File: config.mk
export PLATFORM = sky130hd
export DESIGN_NAME = pong_game_ctrl
export DESIGN_NICKNAME = d
export VERILOG_FILES = /design/src/rtl/pong_pkg.sv /design/src/rtl/pong_paddle.sv /design/src/rtl/pong_game_ctrl.sv
export SDC_FILE = /design/constraint.sdc
export NUM_CORES = 1
export LEC_CHECK = 0
export CAP_MARGIN = 25
export CORE_AREA = 2 2 103 105
export CTS_BUF_LIST = sky130_fd_sc_hd__clkbuf_4
export DETAILED_ROUTE_END_ITERATION = 8
export DIE_AREA = 0 0 105 107
export PLACE_DENSITY = 0.78
export SYNTH_ARGS = -nofsm -noshare
export SYNTH_HDL_FRONTEND = slang
export SYNTH_HIERARCHICAL = 1
export SYNTH_SLANG_ARGS = --single-unit
File: constraint.sdc
create_clock -name clk -period 9.91 [get_ports clk]
set_input_delay 1.982 -clock clk [delete_from_list [all_inputs] [get_ports clk]]
set_output_delay 1.982 -clock clk [all_outputs]
set_load 0.03 [all_outputs]
File: src/rtl/pong_pkg.sv
// Shared geometry constants and game-state encoding for the Pong game engine.
// Positions are 10-bit unsigned pixel coordinates (top-left origin).
package pong_pkg;

  localparam int SCREEN_W  = 640;
  localparam int SCREEN_H  = 480;
  localparam int PADDLE_W  = 10;
  localparam int PADDLE_H  = 80;
  localparam int BALL_SIZE = 10;

  localparam logic [9:0] PADDLE_Y_MAX   = 10'd400;
  localparam logic [9:0] PADDLE_Y_RESET = 10'd200;
  localparam logic [9:0] BALL_X_MIN     = 10'd10;
  localparam logic [9:0] BALL_X_MAX     = 10'd620;
  localparam logic [9:0] BALL_Y_MAX     = 10'd470;
  localparam logic [9:0] CENTER_X       = 10'd315;
  localparam logic [9:0] CENTER_Y       = 10'd235;

  typedef enum logic [1:0] {
    SERVE = 2'd0,
    PLAY  = 2'd1,
    OVER  = 2'd2
  } game_state_t;

endpackage

File: src/rtl/pong_paddle.sv
// One paddle: 2-flop button synchronizers plus clamped up/down stepping,
// updated once per frame while enabled.
module pong_paddle
  import pong_pkg::*;
#(
  parameter int STEP = 4
) (
  input  logic       clk,
  input  logic       rst,
  input  logic       frame_pulse,
  input  logic       enable,
  input  logic       btn_up,
  input  logic       btn_dn,
  output logic [9:0] y
);

  logic [1:0] up_sync;
  logic [1:0] dn_sync;
  logic [9:0] y_next;

  always_ff @(posedge clk or posedge rst) begin
    if (rst) begin
      up_sync <= 2'b00;
      dn_sync <= 2'b00;
    end else begin
      up_sync <= {up_sync[0], btn_up};
      dn_sync <= {dn_sync[0], btn_dn};
    end
  end

  // Both buttons held cancel each other out; the clamps are written so nothing wraps.
  always_comb begin
    y_next = y;
    if (up_sync[1] && !dn_sync[1]) begin
      y_next = (y < 10'(STEP)) ? 10'd0 : y - 10'(STEP);
    end else if (dn_sync[1] && !up_sync[1]) begin
      y_next = (y + 10'(STEP) > PADDLE_Y_MAX) ? PADDLE_Y_MAX : y + 10'(STEP);
    end
  end

  always_ff @(posedge clk or posedge rst) begin
    if (rst) begin
      y <= PADDLE_Y_RESET;
    end else if (frame_pulse && enable) begin
      y <= y_next;
    end
  end

endmodule

File: src/rtl/pong_game_ctrl.sv
// Pong game-state engine: paddles, ball motion, wall/paddle bounces and scoring,
// all advanced once per frame_pulse.
module pong_game_ctrl
  import pong_pkg::*;
#(
  parameter int BALL_STEP    = 2,
  parameter int PADDLE_STEP  = 4,
  parameter int SERVE_FRAMES = 60,
  parameter int MAX_SCORE    = 9
) (
  input  logic       clk,
  input  logic       rst,
  input  logic       frame_pulse,
  input  logic       p1_up,
  input  logic       p1_dn,
  input  logic       p2_up,
  input  logic       p2_dn,
  output logic [9:0] y1,
  output logic [9:0] y2,
  output logic [9:0] xb,
  output logic [9:0] yb,
  output logic [3:0] score1,
  output logic [3:0] score2,
  output logic       game_over
);

  localparam logic [9:0] STEP_B = 10'(BALL_STEP);

  game_state_t state, state_next;
  logic [7:0]  serve_cnt, cnt_next;
  logic [9:0]  xb_next, yb_next;
  logic        dx_right, dxr_next;
  logic        dy_down, dyd_next;
  logic [3:0]  s1_next, s2_next;
  logic        paddle_en;
  logic        left_hit, right_hit;

  pong_paddle #(.STEP(PADDLE_STEP)) u_paddle1 (
    .clk(clk), .rst(rst), .frame_pulse(frame_pulse), .enable(paddle_en),
    .btn_up(p1_up), .btn_dn(p1_dn), .y(y1)
  );

  pong_paddle #(.STEP(PADDLE_STEP)) u_paddle2 (
    .clk(clk), .rst(rst), .frame_pulse(frame_pulse), .enable(paddle_en),
    .btn_up(p2_up), .btn_dn(p2_dn), .y(y2)
  );

  // Hit tests use the pre-update ball and paddle positions.
  assign left_hit  = (yb + 10'(BALL_SIZE) > y1) && (yb < y1 + 10'(PADDLE_H));
  assign right_hit = (yb + 10'(BALL_SIZE) > y2) && (yb < y2 + 10'(PADDLE_H));

  always_ff @(posedge clk or posedge rst) begin
    if (rst) begin
      state <= SERVE;
    end else begin
      state <= state_next;
    end
  end

  always_comb begin
    state_next = state;
    cnt_next   = serve_cnt;
    xb_next    = xb;
    yb_next    = yb;
    dxr_next   = dx_right;
    dyd_next   = dy_down;
    s1_next    = score1;
    s2_next    = score2;
    if (frame_pulse) begin
      case (state)
        SERVE: begin
          xb_next = CENTER_X;
          yb_next = CENTER_Y;
          if (serve_cnt == 8'(SERVE_FRAMES - 1)) begin
            cnt_next   = 8'd0;
            state_next = PLAY;
          end else begin
            cnt_next = serve_cnt + 8'd1;
          end
        end
        PLAY: begin
          if (!dy_down && yb < STEP_B) begin
            yb_next  = 10'd0;
            dyd_next = 1'b1;
          end else if (dy_down && yb + STEP_B > BALL_Y_MAX) begin
            yb_next  = BALL_Y_MAX;
            dyd_next = 1'b0;
          end else begin
            yb_next = dy_down ? yb + STEP_B : yb - STEP_B;
          end

          // A miss overrides the vertical result and recentres the ball.
          if (!dx_right && xb <= BALL_X_MIN + STEP_B) begin
            if (left_hit) begin
              xb_next  = BALL_X_MIN;
              dxr_next = 1'b1;
            end else begin
              s2_next    = score2 + 4'd1;
              dxr_next   = 1'b0;
              xb_next    = CENTER_X;
              yb_next    = CENTER_Y;
              dyd_next   = dy_down;
              state_next = (score2 + 4'd1 == 4'(MAX_SCORE)) ? OVER : SERVE;
            end
          end else if (dx_right && xb + STEP_B >= BALL_X_MAX) begin
            if (right_hit) begin
              xb_next  = BALL_X_MAX;
              dxr_next = 1'b0;
            end else begin
              s1_next    = score1 + 4'd1;
              dxr_next   = 1'b1;
              xb_next    = CENTER_X;
              yb_next    = CENTER_Y;
              dyd_next   = dy_down;
              state_next = (score1 + 4'd1 == 4'(MAX_SCORE)) ? OVER : SERVE;
            end
          end else begin
            xb_next = dx_right ? xb + STEP_B : xb - STEP_B;
          end
        end
        OVER: begin
          xb_next = CENTER_X;
          yb_next = CENTER_Y;
        end
        default: begin
          state_next = SERVE;
        end
      endcase
    end
  end

  always_comb begin
    game_over = (state == OVER);
    paddle_en = (state != OVER);
  end

  always_ff @(posedge clk or posedge rst) begin
    if (rst) begin
      serve_cnt <= 8'd0;
      xb        <= CENTER_X;
      yb        <= CENTER_Y;
      dx_right  <= 1'b1;
      dy_down   <= 1'b1;
      score1    <= 4'd0;
      score2    <= 4'd0;
    end else begin
      serve_cnt <= cnt_next;
      xb        <= xb_next;
      yb        <= yb_next;
      dx_right  <= dxr_next;
      dy_down   <= dyd_next;
      score1    <= s1_next;
      score2    <= s2_next;
    end
  end

endmodule

; Word level (Yosys, flattened, before mapping)
; Index checks and enable logic that the tools add are counted.
[classes]
add_sub_neg = 14
magnitude_cmp = 12
eq_ne = 12
muxes = 41
n_bitwise = 4
n_reduce_logical = 32
[op_table]
columns = operator, n
row1 = $mux W10, 19
row2 = $pmux W10 S2, 2
row3 = $gt A10 B9 Y1 const B, 3
row4 = $add A10 B2 Y10 const B, 2
row5 = $add A10 B3 Y10 const B, 2
row6 = $add A10 B7 Y10 const B, 2
row7 = $gt A10 B10 Y1, 2
row8 = $lt A10 B10 Y1, 2
row9 = $lt A10 B3 Y1 const B, 2
row10 = $sub A10 B2 Y10 const B, 2
row11 = $sub A10 B3 Y10 const B, 2
row12 = $mux W2, 7
row13 = $ne A3 B3 Y1 const B, 4
row14 = $logic_and A1 B1 Y1, 11
row15 = $add A10 B4 Y10 const B, 1
row16 = $ge A10 B10 Y1 const B, 1
row17 = $le A10 B4 Y1 const B, 1
row18 = $lt A10 B2 Y1 const B, 1
row19 = $mux W1, 10
row20 = $mux W9, 1
row21 = $add A4 B1 Y4 const B, 2
row22 = $add A8 B1 Y8 const B, 1
row23 = $eq A4 B4 Y1 const B, 2
row24 = $eq A8 B6 Y1 const B, 1
row25 = other kinds (15), 32
[word_totals]
ff_bits = 68
in_bits = 7

; Logic depth before layout (Yosys ltp)
; Gate-level depths: netlist (run 1).
[logic_depth]
ltp_word = 9
depth_mapped = 14

; Hierarchy
; The synthesis (run 1) kept the hierarchy.
[modules_own_cells]
columns = mod, instances, cells_each, area_per_inst_um2
row1 = pong_game_ctrl, 1, 477, 3881.2
row2 = pong_paddle, 2, 109, 919.6

; Worst setup path after synthesis (run 1)
; OpenSTA, ideal clock, no wires.
[synth_timing]
kind = register -> register
startpoint = register yb[3]
endpoint = register score2[1]
setup_ns = 0.128
arrival_time_ns = 3.323
required_ns = 9.782
slack_ns = 6.459
path_stages_with_launch = 13
n_path_buf = 2
period_less_slack_ns = 3.451
path_cell_list = dfstp_2 -> clkbuf_1 -> clkbuf_1 -> o21ai_0 -> xnor2_1 -> ha_1 -> nand4_1 -> o21bai_1 -> a311o_1 -> a211o_1 -> and2_1 -> nand2_1 -> mux2_1
[synth_via]
elab_chain_len = 5
word_cells_on_any_way = 6
cone_classes = 1 x add/sub / 2 x order compare / 1 x bitwise / 2 x reduce/logical
[synth_rtl]
columns = item, line_no
row1 = from (decl), pong_game_ctrl.sv:21  ; output logic [9:0] yb,
row2 = from (signal assigned), pong_game_ctrl.sv:149  ; yb <= yb_next;
row3 = $add A10 B4 Y10, pong_game_ctrl.sv:49  ; assign left_hit = (yb + 10'(BALL_SIZE) > y1) && (yb < y1 + 10'(PADDLE_H));
row4 = $gt A10 B10 Y1, pong_game_ctrl.sv:49
row5 = $logic_and A1 B1 Y1 *, pong_game_ctrl.sv:49
row6 = $not A1 Y1 (no source line) *, -
row7 = $reduce_and A4 Y1 (no source line) *, -
row8 = to (signal assigned), pong_game_ctrl.sv:153  ; score2 <= s2_next;
row9 = to (decl), pong_game_ctrl.sv:23  ; output logic [3:0] score2,
; Mark *: on every way between the ends. The rest lies on a longest branch, timed or not.
; A chain may end at the register's enable or synchronous reset.

; Worst setup path in the final report (run 1)
[layout_timing]
startpoint = register state[0]
endpoint = output game_over
[layout_via]
elab_chain_len = 1
[layout_rtl]
columns = item, line_no
row1 = from (decl), pong_game_ctrl.sv:29  ; game_state_t state, state_next;
row2 = from (signal assigned), pong_game_ctrl.sv:56  ; state <= state_next;
row3 = $eq A2 B2 Y1, pong_game_ctrl.sv:133  ; game_over = (state == OVER);
row4 = to (decl), pong_game_ctrl.sv:24  ; output logic game_over
; No other way between the ends.

==> results.toml, run 1 <==
[place]
port-buffer-count = 51
placed_area_mm2 = 0.00618
place.gp.congestion = 0.930
place_hpwl_um = 10300

[clock_tree]
clock_latency_ns = 0.43
cts_setup_buffers = 0
postCtsResizedCells = 0
htree_levels = 3
clock-sinks = 64
cts_root_buf = "clkbuf_4"
clk_pin_slew_ns = 0.11
hold_buffers = 0
tritoncts = "built"
cts_buffers = 9
clock_path_buffers = 2

[synth]
synthTopCellsByArea = "dfrtp_1 (19%), ha_1 (12%), dfstp_2 (9.2%)"
yosysTopAreaCellShare_pct = 19.2
synthXorXnorAreaFrac_pct = 5.36
synth-seq-area-share_pct = 28.4
synthSimpleGateAreaFrac_pct = 23.3
syn-instance-count = 695
synth.avg_cell_area_um2 = 8.23
synth_top_family_by_area = "simple AND/OR/NAND/NOR gates"
syn-cell-area_mm2 = 0.00572
synthAdderAreaFrac_pct = 11.8
synth_cell_types = 81
synth_compound_area_share_pct = 22.6
synth_area_leader_cell = "dfrtp_1"
synth_edf_count = 0
synth_flop_cell = "dfrtp_1"
ys_seq_elements = 64
ys.warnings.count = 6
synthMuxAreaShare_pct = 0.919
postSynth.asyncResetShare_pct = 100

[final_layout]
antenna_cells = 0
final_common_cell = "nand2_1"
area_growth_pct = 11.2
postLayoutCellArea_mm2 = 0.00636
fin_nets = 776
layout_common_cells = "nand2_1 (61), ha_1 (54), clkdlybuf4s50_1 (51), inv_1 (48), nor2_1 (48)"
drive_gt1_share_pct = 8.06

[setup_path]
r2r_cells = 10
cp_common_cell = "inv_1"
critPathTopFamily = "buffers and inverters"
cp_slowest_cell = "clkdlybuf4s50_1"
end_kind = "primary output"
r2r_end = "xb[0]"
r2r_slack_ns = 5.97
cp_num_buf_inv = 3
setup.worst_path.class = "reg2out"
cp_max_fo = 7
critPathArrivalTime_ns = 2.06
critPathRequiredTime_ns = 7.93
r2r-start = "yb[1]"
cp_slowest_stage_delay_ns = 0.67
cp-start-kind = "flip-flop"
crit_chain = "inv_1, nand2_1, inv_1, clkdlybuf4s50_1"

[power]
powerDensity_mw_per_mm2 = 258
clockPowerShare_pct = 13.9
power.net_switching_mw = 0.786
power_frac_seq_pct = 31.8
leakage_nw = 2.72
switching_share_pct = 47.9
ir_drop_mv = 0.144
pwr-share-comb_pct = 54.3
internal_power_mw = 0.854

[die]
rows = 37
start_util_pct = 56.7
io_pins = 56
die_area_mm2 = 0.0112
core-area_mm2 = 0.0101
fp.dieH_um = 107
die_x_um = 105

[status]
outcome = "completed"

[timing]
relSlewSlack_pct = 53.1
finalCriticalPeriod_ns = 4.04
skew_ns = 0.0196
rsz0062_at_grt = "false"
fmax_mhz = 248
maxSlewViolCount = 0
setup_violations = 0
tns_ns = 0
worst_pin_slew_ns = 0.698
hold_viol = 0
final.period_utilization_pct = 40.8

[route]
vias = 5419
routed_wl_um = 14500
ant_nets = 0
viasPerCell = 6.33
wl_per_cell_um = 16.9
dr.pass1.iters = 5
drt_iter0_drc = 302
drc = 0

[global_route]
grt_pass1_vias = 5193
grt_usage_pct = 26.4
grt.overflow.total = 0
grt_max_degree = 41
antenna_found_initial = 0
grt_pass1_wl_um = 24500

[flow_run]
cap_violations = 0

[hold_path]
hold_class = "reg2reg"
whs_endpoint = "u_paddle1/up_sync[1]"
min_path_cells = 0
hp-start = "u_paddle1/up_sync[0]"
-- registers in the layout (all words and copies together) (netlist names), 2 cells and up --
signal / flops
score2: 4
u_paddle1/dn_sync: 2
yb: 10
u_paddle1/up_sync: 2
state: 2
score1: 4
u_paddle2/y: 8
xb: 10
u_paddle1/y: 8
serve_cnt: 8
u_paddle2/up_sync: 2
u_paddle2/dn_sync: 2
-- cells by family after synthesis --
kind of cell / Yosys count
simple gates: 251
flops: 64
buf+inv: 94
mux: 5
other cells: 2
fa+ha+maj: 54
compound gates: 190
xor+xnor: 35
-- power groups by stage --
stage | Clock [mW] | Combinational (mW) | Sequential, mW
6_report | 0.227 | 0.891 | 0.521
3_3_place_gp | 0 | 0.842 | 0.516
5_1_grt | 0.245 | 0.987 | 0.539
2_1_floorplan | 0 | 0.634 | 0.503
4_1_cts | 0.230 | 0.881 | 0.516
3_5_place_dp | 0 | 0.874 | 0.521
-- cell usage after synthesis (8+ instances only) --
library cell / n
nand3_1: 31
nor2_1: 48
inv_1: 48
a211o_1: 10
o21ai_0: 28
nand4_1: 8
clkbuf_1: 23
xnor2_1: 27
a31oi_1: 11
dfstp_2: 20
nor3_1: 23
o22ai_1: 11
a21oi_1: 45
ha_1: 54
nand2_1: 61
dfrtp_1: 44
or3_1: 11
xor2_1: 8
a211oi_1: 8
buf_2: 11
-- worst reg2reg max path, stage by stage (launching register included) --
cell and delay, ns:
dfstp_2 0.69, ha_1 0.46, o2111ai_1 0.19, xnor2_1 0.28
ha_1 0.29, a211oi_1 0.20, nor2_1 0.08, o41ai_1 0.66
o22ai_2 0.40, a21oi_2 0.44, nand2b_1 0.17
-- metal layers --
metal | wire length, um | track usage, % | up-vias | part of all wire (%)
met3 | 902 | 5.23 | 19 | 6.2
met5 | 0 | 0 | - | 0
met1 | 6400 | 34.3 | 2609 | 44
met4 | 205 | 9.71 | 0 | 1.4
met2 | 6950 | 43.7 | 207 | 48
li1 | - | - | 2584 | -
-- worst max-delay path by stage --
stage           startpoint             end  slack (ns)  depth (start not counted)
2_1_floorplan        yb[3]       score2[1]        6.46                         12
3_3_place_gp   frame_pulse  u_paddle1/y[7]        5.84                          6
3_5_place_dp   frame_pulse  u_paddle1/y[7]        5.75                          6
4_1_cts           state[0]       game_over        5.88                          4
5_1_grt           state[0]       game_over        5.71                          4
6_report          state[0]       game_over        5.87                          4
-- layout make-up --
type / instances / area (um^2)
fill: 894 / 3730
multi-input combinational: 539 / 3670
sequential: 64 / 1630
timing repair buffer: 53 / 526
inverter: 48 / 180
tap: 136 / 170
clock inverter: 6 / 108
clock buffer: 10 / 75.1
-- through the flow --
stage / setup WS [ns] / hold WS [ns] / total power, mW / utilization, % / std cells
floorplan: 6.46 / 0.331 / 1.14 / - / 697
global placement: 5.84 / 0.332 / 1.36 / 61.2 / 840
detailed placement: 5.75 / 0.336 / 1.40 / 61.2 / 840
CTS: 5.88 / 0.359 / 1.63 / 63.0 / 856
global route: 5.71 / 0.370 / 1.77 / 63.0 / 856
finish: 5.87 / 0.358 / 1.64 / 63.0 / 856
Note: power is estimated with default switching activity, not from simulation.
==> inputs of run 2 (changes only) <==
- clock period: 9.91 -> 4.2 ns (I/O delays scaled with it)
==> run 2 against run 1 <==
  * Global-route usage rose by 0.13 points
  * Critical endpoint is now dy_down
  * Final cell count rose by 0.35%
  * Non-clock buffer count rose by 3
  * Register-to-register slack got worse by 5.4 ns
  * Final area rose by 0.37%
  * Clock skew fell by 0.0046 ns
  * Largest power group unchanged
  * First-iteration DRC count rose by 22%
  * Worst setup slack got worse by 5.3 ns
  * Critical path type is now reg2reg
  * Largest cell class unchanged
  * Die area did not move
==> results.toml, run 2 (synthesis results as in run 1) <==
[timing]
worst_pin_slew_ns = 0.776
fin_ws_ns = 0.541
final.period_utilization_pct = 87.1
relSlewSlack_pct = 48.3
hold_viol = 0
tns_ns = 0
fmax_mhz = 273
finalCriticalPeriod_ns = 3.66
rsz0062_at_grt = "false"
maxSlewViolCount = 0
skew_ns = 0.0150
setup_violations = 0
hold_ws_ns = 0.356

[power]
ir_drop_mv = 0.431
leakage_nw = 2.74
powerDensity_mw_per_mm2 = 609

[clock_tree]
cts_buffers = 9
hold_buffers = 0
cts_root_buf = "clkbuf_4"
htree_levels = 3
cts_setup_buffers = 0
clk_pin_slew_ns = 0.10
clock_latency_ns = 0.41
tritoncts = "built"
clock_path_buffers = 2
clock-sinks = 64
postCtsResizedCells = 0

[route]
drc = 0
wl_per_cell_um = 16.9
drt_iter0_drc = 369
ant_nets = 0
routed_wl_um = 14500
dr.pass1.iters = 5
vias = 5387
viasPerCell = 6.27

[final_layout]
multi_input_area_mm2 = 0.00367
drive_gt1_share_pct = 8.30
area_growth_pct = 11.6
antenna_cells = 0
final_common_cell = "nand2_1"
fillers = 900
postLayoutCellArea_mm2 = 0.00638
top_regs = "xb (10), yb (10)"
fin_nets = 779
regArea_mm2 = 0.00163
layout_common_cells = "nand2_1 (61), ha_1 (54), clkdlybuf4s50_1 (51), inv_1 (48), nor2_1 (48)"

[setup_path]
setup.worst_path.class = "reg2reg"
critPathArrivalTime_ns = 4.00
cp_common_cell = "nor2_1"
cp-start-kind = "flip-flop"
cp_num_buf_inv = 0
critPathRequiredTime_ns = 4.54
critPathTopFamily = "compound AO/OA/AOI/OAI gates"
cp_slowest_stage_delay_ns = 0.70
cp_slowest_cell = "dfstp_2"
crit_chain = "and2_1, nor2_1, nor2_1, xor2_1, ha_1, o21ai_0, nor2_1, o41ai_1, o22ai_2, nor2b_1, a311o_1"
cp_max_fo = 13
end_kind = "flip-flop"

[die]
io_pins = 56
core-area_mm2 = 0.0101
die_area_mm2 = 0.0112
rows = 37
fp.dieH_um = 107
start_util_pct = 56.7
die_x_um = 105

[hold_path]
hold_class = "reg2reg"

[place]
place_hpwl_um = 10700
place.gp.congestion = 0.860
port-buffer-count = 51
placed_area_mm2 = 0.00620
dp_slack_ns = 0.728

[global_route]
grt_usage_pct = 26.6
antenna_found_initial = 0
grt.overflow.total = 0
grt_pass1_vias = 5106
grt_max_degree = 41
grt_pass1_wl_um = 24600

[flow_run]
cap_violations = 0

[status]
outcome = "completed"
==> run 2: layout make-up <==
cell class / count / area share (%)
Inverter: 48 / 2.82
Clock buffer: 12 / 1.41
Sequential cell: 64 / 25.5
Multi-Input combinational cell: 539 / 57.6
Timing Repair Buffer: 56 / 8.58
Tap cell: 136 / 2.67
Clock inverter: 4 / 1.47
==> run 2: worst reg2reg max path, delay by kind of cell, from the launching register on <==
| kind | cells | cell delay (ns) |
|---|---|---|
| AO/OA/AOI/OAI | 4 | 1.55 |
| XOR/XNOR | 1 | 0.25 |
| adder cells (fa/ha/maj) | 1 | 0.29 |
| flip-flops | 1 | 0.70 |
| AND/OR/NAND/NOR | 5 | 0.80 |
==> run 2: power breakdown <==
part	switching (mW)	internal [mW]
clock	0.220	0.320
sequential	0.415	0.783
combinational	1.21	0.935
total	1.85	2.04
==> run 2: worst paths after layout <==
kind                                      start                   end  slack [ns]  depth (start not counted)
max                                       yb[1]               dy_down        0.54                         11
min                        u_paddle1/dn_sync[0]  u_paddle1/dn_sync[1]        0.36                          0
max reg2reg                               yb[1]               dy_down        0.54                         11
min reg2reg                u_paddle1/dn_sync[0]  u_paddle1/dn_sync[1]        0.36                          0
max in group asynchronous                   rst                 xb[1]        2.89                          3
min in group asynchronous                   rst  u_paddle1/up_sync[1]        0.77                          2
==> run 2: metal layers <==
layer  track usage [%]  share of wire (%)  vias up
met5                 0                  0        -
met1              35.1                 45     2589
met4              8.29                2.0        0
li1                  -                  -     2600
met2              44.1                 48      170
met3              5.11                4.9       28
==> run 2: through the flow <==
step | instances | util (%) | power [mW]
6_report | 859 | 63.3 | 3.89
2_1_floorplan | 697 | - | 2.68
5_1_grt | 859 | 63.3 | 4.21
3_5_place_dp | 843 | 61.4 | 3.31
4_1_cts | 859 | 63.3 | 3.87
3_3_place_gp | 843 | 61.4 | 3.23
==> inputs of run 3 (changes only) <==
- CORE_AREA: 2 2 103 105 -> 2 2 118 92
- DIE_AREA: 0 0 105 107 -> 0 0 120 94
==> run 3 against run 2 <==
  * Critical path depth shrank 1
  * Clock power shrank 22%
  * Sequential cell count is the same
  * Count of clock-buffer cells in the layout shrank 1
  * Core utilization shrank 0.21 points
  * Die area grew 0.40%
  * Hold slack gained 0.0056 ns
  * Via count grew 1.9%
==> results.toml, run 3 (synthesis results as in run 1) <==
[route]
route.met2.wl_um = 6570
dr.pass1.iters = 5
routed_wl_um = 15000
vias = 5487
wl_per_cell_um = 17.4
top_layer_used = "met4"
ant_nets = 0
wl_met1_um = 7010
drt_iter0_drc = 551
drc = 0
met3_wirelength_um = 1160
viasPerCell = 6.39

[die]
io_pins = 56
start_util_pct = 56.9
fp.dieH_um = 94
die_x_um = 120
die_area_mm2 = 0.0113
core-area_mm2 = 0.0100
rows = 32

[power]
power.total_mw = 3.77
ir_drop_mv = 0.363
leakage_nw = 2.71
powerDensity_mw_per_mm2 = 594

[final_layout]
fillers = 841
multi_input_area_mm2 = 0.00367
finalNonFillerCells = 859
area_growth_pct = 10.8
postLayoutCellArea_mm2 = 0.00634
top_regs = "xb (10), yb (10)"
regArea_mm2 = 0.00163
drive_gt1_share_pct = 8.30
final_common_cell = "nand2_1"
antenna_cells = 0
fin_nets = 780
layout_common_cells = "nand2_1 (61), ha_1 (54), clkdlybuf4s50_1 (51), inv_1 (48), nor2_1 (48)"

[global_route]
grt.overflow.total = 0
antenna_found_initial = 0
grt_max_degree = 22
grt_pass1_wl_um = 24800
grt_pass1_vias = 4937
grt_usage_pct = 27.6

[timing]
relSlewSlack_pct = 50.9
hold_viol = 0
fmax_mhz = 260
final.period_utilization_pct = 91.6
setup_violations = 0
tns_ns = 0
rsz0062_at_grt = "false"
skew_ns = 0.0205
finalCriticalPeriod_ns = 3.85
worst_pin_slew_ns = 0.737
fin_ws_ns = 0.354
maxSlewViolCount = 0

[setup_path]
r2r-start = "yb[1]"
endpoint = "dy_down"
cp_max_fo = 13
end_kind = "flip-flop"
setup.worst_path.class = "reg2reg"
critPathRequiredTime_ns = 4.56
r2r_slack_ns = 0.35
r2r_end = "dy_down"
critPathArrivalTime_ns = 4.21
cp-start-kind = "flip-flop"
crit_start = "yb[1]"
r2r_cells = 10

[clock_tree]
htree_levels = 3
tritoncts = "built"
postCtsResizedCells = 0
cts_setup_buffers = 0
cts_buffers = 9
clock-sinks = 64
hold_buffers = 0
cts_root_buf = "clkbuf_4"
clock_latency_ns = 0.44
clk_pin_slew_ns = 0.12
clock_path_buffers = 2

[place]
place.gp.congestion = 0.928
dp_slack_ns = 0.515
place_hpwl_um = 10900
post-place-cells = 844
port-buffer-count = 51
placed_area_mm2 = 0.00621

[status]
outcome = "completed"

[hold_path]
hp-start = "u_paddle1/up_sync[0]"
hold_class = "reg2reg"

[flow_run]
cap_violations = 0
## run 3: cell count changes in the layout (fill, tap and decap cells not counted), sizes merged
cell,change
clkinvlp,+1
clkinv,+1
bufinv,-2
clkbuf,-1
buf,+1
## run 3: per-stage QoR
stage / util (%) / hold WS [ns]
finish: 63.0 / 0.362
global route: 63.0 / 0.372
CTS: 63.0 / 0.361
detailed placement: 61.8 / 0.337
global placement: 61.8 / 0.332
floorplan: - / 0.331
## run 3: per-layer routing
layer | vias up | track usage, %
met3 | 25 | 4.92
met2 | 263 | 41.2
li1 | 2587 | -
met5 | - | 0
met4 | 0 | 7.94
met1 | 2612 | 40.7
## run 3: final cells by class
class	count	area share (%)
multi-input combinational	539	58.0
sequential	64	25.7
timing repair buffer	57	8.77
inverter	48	2.84
tap	136	2.69
clock buffer	11	1.30
clock inverter	4	0.731
## run 3: power by group
| part | leakage, nW | internal (mW) | switching (mW) |
|---|---|---|---|
| Sequential | 0.781 | 0.784 | 0.400 |
| Combinational | 1.86 | 0.940 | 1.22 |
| Clock | 0.0704 | 0.189 | 0.233 |
| Total | 2.71 | 1.91 | 1.85 |
## run 3: critical path: stages, from the launching register on
cell	delay, ns
dfstp_2	0.70
ha_1	0.44
o2111ai_1	0.19
xnor2_1	0.28
ha_1	0.30
a211oi_1	0.21
nor2_1	0.08
o41ai_1	0.59
o22ai_2	0.39
nor2b_1	0.28
a311o_1	0.31
## run 3: worst min path at each step
stage | end | slack (ns) | depth (start not counted)
final | u_paddle1/up_sync[1] | 0.36 | 0
after global routing | u_paddle1/dn_sync[1] | 0.37 | 0
after CTS | u_paddle1/up_sync[1] | 0.36 | 0
after detailed placement | u_paddle1/up_sync[1] | 0.34 | 0
after global placement | u_paddle2/dn_sync[1] | 0.33 | 0
after floorplan | u_paddle1/dn_sync[1] | 0.33 | 0
